`src/rtl/rhythm_lane_judge.sv`:
```
// Multi-lane rhythm judge: note FIFO, per-note hit window tracking, score/combo accumulation.
// Optional JUDGE_STATS_EN adds saturating perfect/good/miss counters.
module rhythm_lane_judge #(
    parameter int LANES       = 8,
    parameter int TIME_W      = 10,
    parameter int DEPTH       = 8,
    parameter int PERFECT_WIN = 2,
    parameter int GOOD_WIN    = 5,
    parameter int SCORE_W     = 11
) (
    input  logic               clock,
    input  logic               reset_n,
    input  logic               clear,
    input  logic [TIME_W-1:0]  now,
    input  logic               note_valid,
    output logic               note_ready,
    input  logic [TIME_W-1:0]  note_time,
    input  logic [LANES-1:0]   note_lanes,
    input  logic [LANES-1:0]   key,
    output logic               judge_valid,
    output logic [1:0]         judge_result,
    output logic [SCORE_W-1:0] score,
    output logic [SCORE_W-1:0] combo,
    output logic [SCORE_W-1:0] max_combo
`ifdef JUDGE_STATS_EN
    ,
    output logic [SCORE_W-1:0] perfect_cnt,
    output logic [SCORE_W-1:0] good_cnt,
    output logic [SCORE_W-1:0] miss_cnt
`endif
);

    localparam int AW = $clog2(DEPTH);
    localparam logic [1:0] RES_MISS    = 2'd0;
    localparam logic [1:0] RES_GOOD    = 2'd1;
    localparam logic [1:0] RES_PERFECT = 2'd2;
    localparam logic [SCORE_W-1:0] SAT = '1;
    localparam logic signed [TIME_W-1:0] G_HI = TIME_W'(GOOD_WIN);
    localparam logic signed [TIME_W-1:0] G_LO = -G_HI;
    localparam logic signed [TIME_W-1:0] P_HI = TIME_W'(PERFECT_WIN);
    localparam logic signed [TIME_W-1:0] P_LO = -P_HI;

    typedef enum logic [1:0] {S_EMPTY, S_WAIT, S_OPEN, S_JUDGE} state_t;

    state_t state, state_nx;

    logic [TIME_W-1:0] q_time  [DEPTH];
    logic [LANES-1:0]  q_lanes [DEPTH];
    logic [AW-1:0]     wr_ptr, rd_ptr;
    logic [AW:0]       count, count_nx;
    logic              alive;

    logic [LANES-1:0]  key_q, hit, take, pending, pending_nx;
    logic              imperfect, imperfect_nx;
    logic signed [TIME_W-1:0] delta;
    logic              push, store, pop, in_win, finish;
    logic [1:0]        result_nx;
    logic [SCORE_W-1:0] score_nx, combo_nx;

    function automatic logic [SCORE_W-1:0] sat_add(input logic [SCORE_W-1:0] a,
                                                   input logic [1:0] b);
        logic [SCORE_W:0] s;
        s = {1'b0, a} + (SCORE_W+1)'(b);
        return s[SCORE_W] ? SAT : s[SCORE_W-1:0];
    endfunction

    // alive keeps note_ready low while reset is asserted
    assign note_ready = alive & (count != (AW+1)'(DEPTH));
    assign push       = note_valid & note_ready;
    assign store      = push & (|note_lanes);
    assign pop        = (state == S_JUDGE);
    assign count_nx   = count + (AW+1)'(store) - (AW+1)'(pop);

    // modulo difference read as signed makes wrap of now transparent
    assign delta  = now - q_time[rd_ptr];
    assign in_win = (delta >= G_LO) && (delta <= G_HI);
    assign hit    = key & ~key_q;

    always_comb begin
        take         = '0;
        imperfect_nx = imperfect;
        if (state == S_OPEN && in_win) begin
            take = hit & pending;
            if ((|take) && (delta > P_HI || delta < P_LO))
                imperfect_nx = 1'b1;
        end
        pending_nx = pending & ~take;
        finish     = (state == S_OPEN) && ((pending_nx == '0) || (delta > G_HI));
        if (pending_nx != '0)
            result_nx = RES_MISS;
        else if (imperfect_nx)
            result_nx = RES_GOOD;
        else
            result_nx = RES_PERFECT;
    end

    always_comb begin
        score_nx = score;
        combo_nx = '0;
        case (result_nx)
            RES_PERFECT: begin
                score_nx = sat_add(score, 2'd2);
                combo_nx = sat_add(combo, 2'd1);
            end
            RES_GOOD: begin
                score_nx = sat_add(score, 2'd1);
                combo_nx = sat_add(combo, 2'd1);
            end
            default: combo_nx = '0;
        endcase
    end

    always_comb begin
        state_nx = state;
        case (state)
            S_EMPTY: if (count != '0) state_nx = S_WAIT;
            S_WAIT:  if (delta >= G_LO) state_nx = S_OPEN;
            S_OPEN:  if (finish) state_nx = S_JUDGE;
            S_JUDGE: state_nx = (count_nx != '0) ? S_WAIT : S_EMPTY;
            default: state_nx = S_EMPTY;
        endcase
    end

    always_ff @(posedge clock or negedge reset_n) begin
        if (!reset_n)
            state <= S_EMPTY;
        else if (clear)
            state <= S_EMPTY;
        else
            state <= state_nx;
    end

    always_ff @(posedge clock) begin
        if (store && !clear) begin
            q_time[wr_ptr]  <= note_time;
            q_lanes[wr_ptr] <= note_lanes;
        end
    end

    always_ff @(posedge clock or negedge reset_n) begin
        if (!reset_n) begin
            wr_ptr <= '0;
            rd_ptr <= '0;
            count  <= '0;
            alive  <= 1'b0;
            key_q  <= '0;
        end else if (clear) begin
            wr_ptr <= '0;
            rd_ptr <= '0;
            count  <= '0;
            alive  <= 1'b1;
            key_q  <= '0;
        end else begin
            alive <= 1'b1;
            key_q <= key;
            count <= count_nx;
            if (store) wr_ptr <= wr_ptr + AW'(1);
            if (pop)   rd_ptr <= rd_ptr + AW'(1);
        end
    end

    // judgement is registered on the finishing OPEN cycle so it is visible during JUDGE
    always_ff @(posedge clock or negedge reset_n) begin
        if (!reset_n) begin
            pending      <= '0;
            imperfect    <= 1'b0;
            judge_valid  <= 1'b0;
            judge_result <= RES_MISS;
            score        <= '0;
            combo        <= '0;
            max_combo    <= '0;
        end else if (clear) begin
            pending      <= '0;
            imperfect    <= 1'b0;
            judge_valid  <= 1'b0;
            judge_result <= RES_MISS;
            score        <= '0;
            combo        <= '0;
            max_combo    <= '0;
        end else begin
            judge_valid <= finish;
            if (state == S_WAIT) begin
                pending   <= q_lanes[rd_ptr];
                imperfect <= 1'b0;
            end else if (state == S_OPEN) begin
                pending   <= pending_nx;
                imperfect <= imperfect_nx;
            end
            if (finish) begin
                judge_result <= result_nx;
                score        <= score_nx;
                combo        <= combo_nx;
                if (combo_nx > max_combo) max_combo <= combo_nx;
            end
        end
    end

`ifdef JUDGE_STATS_EN
    always_ff @(posedge clock or negedge reset_n) begin
        if (!reset_n) begin
            perfect_cnt <= '0;
            good_cnt    <= '0;
            miss_cnt    <= '0;
        end else if (clear) begin
            perfect_cnt <= '0;
            good_cnt    <= '0;
            miss_cnt    <= '0;
        end else if (finish) begin
            case (result_nx)
                RES_PERFECT: perfect_cnt <= sat_add(perfect_cnt, 2'd1);
                RES_GOOD:    good_cnt    <= sat_add(good_cnt, 2'd1);
                default:     miss_cnt    <= sat_add(miss_cnt, 2'd1);
            endcase
        end
    end
`endif

endmodule

```
`config.mk`:
```
export PLATFORM = sky130hd
export DESIGN_NAME = rhythm_lane_judge
export DESIGN_NICKNAME = d
export VERILOG_FILES = /design/src/rtl/rhythm_lane_judge.sv
export SDC_FILE = /design/constraint.sdc
export NUM_CORES = 1
export LEC_CHECK = 0
export CORE_MARGIN = 2
export CORE_UTILIZATION = 55
export CTS_CLUSTER_DIAMETER = 60
export DETAILED_ROUTE_END_ITERATION = 6
export PLACE_DENSITY_LB_ADDON = 0.2
export SYNTH_ARGS = -nofsm -noshare
export SYNTH_HDL_FRONTEND = slang
export SYNTH_SLANG_ARGS = --single-unit
```
`constraint.sdc`:
```
create_clock -name clock -period 8.4 [get_ports clock]
set_input_delay 2.52 -clock clock [delete_from_list [all_inputs] [get_ports clock]]
set_output_delay 2.52 -clock clock [all_outputs]
set_load 0.1 [all_outputs]
```
==> results_tabular.tex <==
\begin{tabular}{lr}
\hline
Metric & Value \\
\hline
\multicolumn{2}{l}{\textbf{Status}} \\
Status & completed \\
\multicolumn{2}{l}{\textbf{STA}} \\
Endpoints failing hold & 0 \\
Final Slew Violations & 0 \\
Share of the clock period used by the worst path & 0.9276 \\
Max-Slew Margin vs Limit & 0.2676 \\
Crit path time final & 7792 ps \\
Highest attainable clock frequency & 128.3 MHz \\
Unrepaired setup endpoints after global routing & no \\
Max Clock Skew & 10.76 ps \\
Final-report setup violation count & 0 \\
Worst hold slack across all endpoints & 526.6 ps \\
Worst-margin pin slew & 1099 ps \\
\multicolumn{2}{l}{\textbf{Worst setup path}} \\
CP top delay family & compound AO/OA/AOI/OAI gates \\
Slowest cell on the critical path & sky130\_fd\_sc\_hd\_\_fa\_1 \\
CP Buf/Inv Count & 5 \\
Startpoint Class & input port \\
Critical R2R Capture & max\_combo[2] \\
Highest fanout seen on the critical path & 10 \\
Critical path's most frequent cell & sky130\_fd\_sc\_hd\_\_o21a\_1 \\
Critical path endpoint category & flop \\
Type of the worst setup path & in2reg \\
R2R setup slack & 1210 ps \\
Reg2Reg Depth & 26 \\
Critical Path RT & 8810 ps \\
Arrival time at the worst endpoint & 8200 ps \\
Slowest cell delay on critical path & 440 ps \\
Origin of the critical flop-to-flop path & rd\_ptr[0] \\
Critical path origin & now[0] \\
\multicolumn{2}{l}{\textbf{Finish}} \\
Number of cells in the finished layout apart from fillers & 1075 \\
Final Cell Area & 11940 µm² \\
Final nets & 906 \\
Fraction of the core area covered by cells at the end of the flow & 0.6623 \\
Ant. Diodes & 0 \\
Most frequent cells in the layout & sky130\_fd\_sc\_hd\_\_edfxtp\_1, sky130\_fd\_sc\_hd\_\_clkdlybuf4s50\_1, sky130\_fd\_sc\_hd\_\_dfrtp\_1 \\
Leading cell type in the layout, fill and taps excluded & sky130\_fd\_sc\_hd\_\_edfxtp\_1 \\
Synth-to-layout area growth & 17.36\% \\
Layout cell share with drive strength beyond 1 & 0.1312 \\
\multicolumn{2}{l}{\textbf{Yosys}} \\
Synthesized net count & 826 \\
Count of flip-flops with a built-in enable after synthesis & 144 \\
Cell taking the most area after synthesis & sky130\_fd\_sc\_hd\_\_edfxtp\_1 \\
Fraction of the yosys area taken by sequential cells & 0.5875 \\
Largest cells by area after synthesis & sky130\_fd\_sc\_hd\_\_edfxtp\_1, sky130\_fd\_sc\_hd\_\_dfrtp\_1, sky130\_fd\_sc\_hd\_\_mux4\_2 \\
Area share of the largest cell type after synthesis & 0.4251 \\
Warnings from Yosys & 0 \\
Count of mapped cells out of synthesis & 749 \\
Synthesized area divided by synthesized cell count & 13.58 µm² \\
Synth unique cells & 68 \\
Count of state elements after synthesis & 210 \\
Dominant synthesized flop cell & sky130\_fd\_sc\_hd\_\_edfxtp\_1 \\
Fraction of registers with async set or reset after synthesis & 0.3143 \\
Syn Std Cell Area & 10170 µm² \\
\multicolumn{2}{l}{\textbf{Floorplan}} \\
Area of the die & 19600 µm² \\
Die Span Y & 140.0 µm \\
Core outline area & 18020 µm² \\
I/O pin count & 77 \\
Number of cell rows & 49 \\
Starting density of the core & 0.5643 \\
Die X-Extent & 140.0 µm \\
\multicolumn{2}{l}{\textbf{Place}} \\
Quantity of I/O buffers inserted on ports & 76 \\
Post-DP HPWL & 14.85 mm \\
Cell Count Post-Placement & 1032 \\
Total cell area at the placement stage & 11170 µm² \\
Gpl congestion & 0.8988 \\
\multicolumn{2}{l}{\textbf{Detailed routing}} \\
First-pass detailed-route iteration total & 5 \\
DRC & 0 \\
DRT iter0 DRCs & 459 \\
Wire length reported by the detailed router & 22.16 mm \\
Detail-routed net length per standard cell & 20.61 µm \\
Via Count & 6433 \\
Post-route ant nets & 0 \\
Post-detailed-route via-to-cell ratio & 5.984 \\
\multicolumn{2}{l}{\textbf{Clock network}} \\
Clock Root Buffer & sky130\_fd\_sc\_hd\_\_clkbuf\_16 \\
Source-to-sink clock delay at the later pin of the worst-skew pair & 530 ps \\
Clock Sink Count & 210 \\
Total clock buffers created by CTS & 23 \\
Maximum count of clock buffers along a single path & 3 \\
Clk pin slew, worst setup/hold paths & 60 ps \\
CTS tree & yes \\
H-tree depth & 1 \\
\multicolumn{2}{l}{\textbf{Pwr}} \\
Static leakage power & 4.258 nW \\
Power per cell area & 227.4 nW/µm² \\
Part of the power in the clock network & 0.374 \\
Largest voltage drop on the vdd net & 0.2313 mV \\
Cell internal power dissipation & 1.954 mW \\
Portion of total power attributed to combinational logic & 0.191 \\
Sw Pwr & 760.3 µW \\
Power share of the sequential group & 0.435 \\
Switching share of power & 0.2801 \\
\multicolumn{2}{l}{\textbf{GRT}} \\
Met3 layer usage reported by global route & 0.03248 \\
Global routing met2 resource utilization & 0.3918 \\
Pin count of the biggest net entering global routing & 60 \\
Global Route Usage Sum & 0.2285 \\
First-pass GRT wire length & 35.36 mm \\
Number of antenna violations at the first check in global routing & 0 \\
Global route hottest layer & met2 \\
M1 GR Usage & 0.3060 \\
Remaining Overflow, GRT & 0 \\
Number of global-route vias before repair & 6549 \\
\multicolumn{2}{l}{\textbf{Worst hold path}} \\
Class of the tightest hold or removal check & reg2reg \\
Source of the worst hold timing path & judge\_result[1] \\
Cell depth of the worst min-delay path & 2 \\
Worst-case hold path end point & judge\_result[1] \\
\multicolumn{2}{l}{\textbf{Run}} \\
Max-cap violations & 0 \\
\hline
\end{tabular}
## final cells by class
cell class	count	area [µm²]
clock buffers	27	590.6
clock inverters	15	167.7
fillers	1294	6087
inverters	28	105.1
multi-input cells	472	3925
flip-flops and latches	210	5977
well taps	229	286.5
repair buffers	94	885.9
## cells by family after synthesis
| kind of cell | synth area share |
|---|---|
| DFF | 0.5875 |
| AOI/OAI and AO/OA | 0.1047 |
| and+or+nand+nor | 0.1032 |
| buffers and inverters | 0.02940 |
| other | 0.0003686 |
| adders and majority gates | 0.04699 |
| xor gates and xnor gates | 0.02054 |
| muxes | 0.1074 |
## per-layer routing
layer / vias up / part of all wire
li1: 3037 / -
met1: 3194 / 0.42
met2: 161 / 0.51
met3: 41 / 0.042
met4: 0 / 0.027
met5: - / 0
## Yosys cell counts (3+ instances only)
cell,number
sky130_fd_sc_hd__mux4_2,36
sky130_fd_sc_hd__nand4_1,9
sky130_fd_sc_hd__a221oi_1,3
sky130_fd_sc_hd__buf_2,8
sky130_fd_sc_hd__o211a_1,4
sky130_fd_sc_hd__nor3b_1,5
sky130_fd_sc_hd__a21boi_2,3
sky130_fd_sc_hd__edfxtp_1,144
sky130_fd_sc_hd__and3_1,7
sky130_fd_sc_hd__and2_1,5
sky130_fd_sc_hd__and4_1,4
sky130_fd_sc_hd__nor3_1,12
sky130_fd_sc_hd__a21boi_0,4
sky130_fd_sc_hd__buf_1,5
sky130_fd_sc_hd__a21o_1,6
sky130_fd_sc_hd__buf_4,4
sky130_fd_sc_hd__a22oi_1,8
sky130_fd_sc_hd__nand3_1,19
sky130_fd_sc_hd__xnor2_1,13
sky130_fd_sc_hd__clkbuf_1,19
sky130_fd_sc_hd__mux2i_1,27
sky130_fd_sc_hd__a31oi_1,4
sky130_fd_sc_hd__dfrtp_1,66
sky130_fd_sc_hd__a22o_1,12
sky130_fd_sc_hd__nand2_1,40
sky130_fd_sc_hd__nor4_1,5
sky130_fd_sc_hd__nor2_1,50
sky130_fd_sc_hd__o31ai_1,4
sky130_fd_sc_hd__ha_1,35
sky130_fd_sc_hd__nor2b_1,21
sky130_fd_sc_hd__buf_6,3
sky130_fd_sc_hd__o21a_1,12
sky130_fd_sc_hd__nand2b_1,4
sky130_fd_sc_hd__o21ai_0,8
sky130_fd_sc_hd__inv_1,28
sky130_fd_sc_hd__a211oi_1,13
sky130_fd_sc_hd__or4_1,3
sky130_fd_sc_hd__o211ai_1,11
sky130_fd_sc_hd__a21oi_1,40
sky130_fd_sc_hd__xor2_1,9
## tightest hold or removal path: stages (launching register included)
cell	delay, ps
sky130_fd_sc_hd__dfrtp_1	380
sky130_fd_sc_hd__nand2_1	60
sky130_fd_sc_hd__a21oi_1	50
## worst max-delay path by stage
stage,endpoint,slack [ps],cells after the start
after floorplan,max_combo[0],660,26
after global placement,max_combo[8],140,26
after detailed placement,max_combo[2],-40,25
after CTS,max_combo[2],480,26
after global routing,max_combo[9],110,30
final,max_combo[2],610,28
## timing repair
item / in CTS / in global routing
setup endpoints to repair: 0 / 11
endpoints found under the hold margin: 0 / 0
setup buffers: 0 / 1
hold buffers: 0 / 0
resized for setup: 0 / 1
## registers in the layout, summed over array words and instances (netlist names)
name and flops:
count 4, state 2, q_time 80, key_q 8
rd_ptr 3, q_lanes 64, imperfect 1, max_combo 11
combo 11, pending 8, score 11, judge_result 2
judge_valid 1, alive 1, wr_ptr 3
## metrics by stage
stage	setup WS (ps)	setup TNS, ps	power, mW
floorplan	656.9	0	1.589
global placement	144.2	0	1.706
detailed placement	-41.35	-261.5	1.719
CTS	484.9	0	2.733
global route	110.5	0	2.835
finish	608.4	0	2.714
## power groups by stage
stage	Combinational [mW]	Sequential, mW	Clock (mW)
floorplan	0.379	1.21	0
global placement	0.507	1.20	0
detailed placement	0.517	1.20	0
CTS	0.520	1.18	1.03
global route	0.572	1.19	1.08
finish	0.517	1.18	1.02
Note: power is estimated with default switching activity, not from simulation.
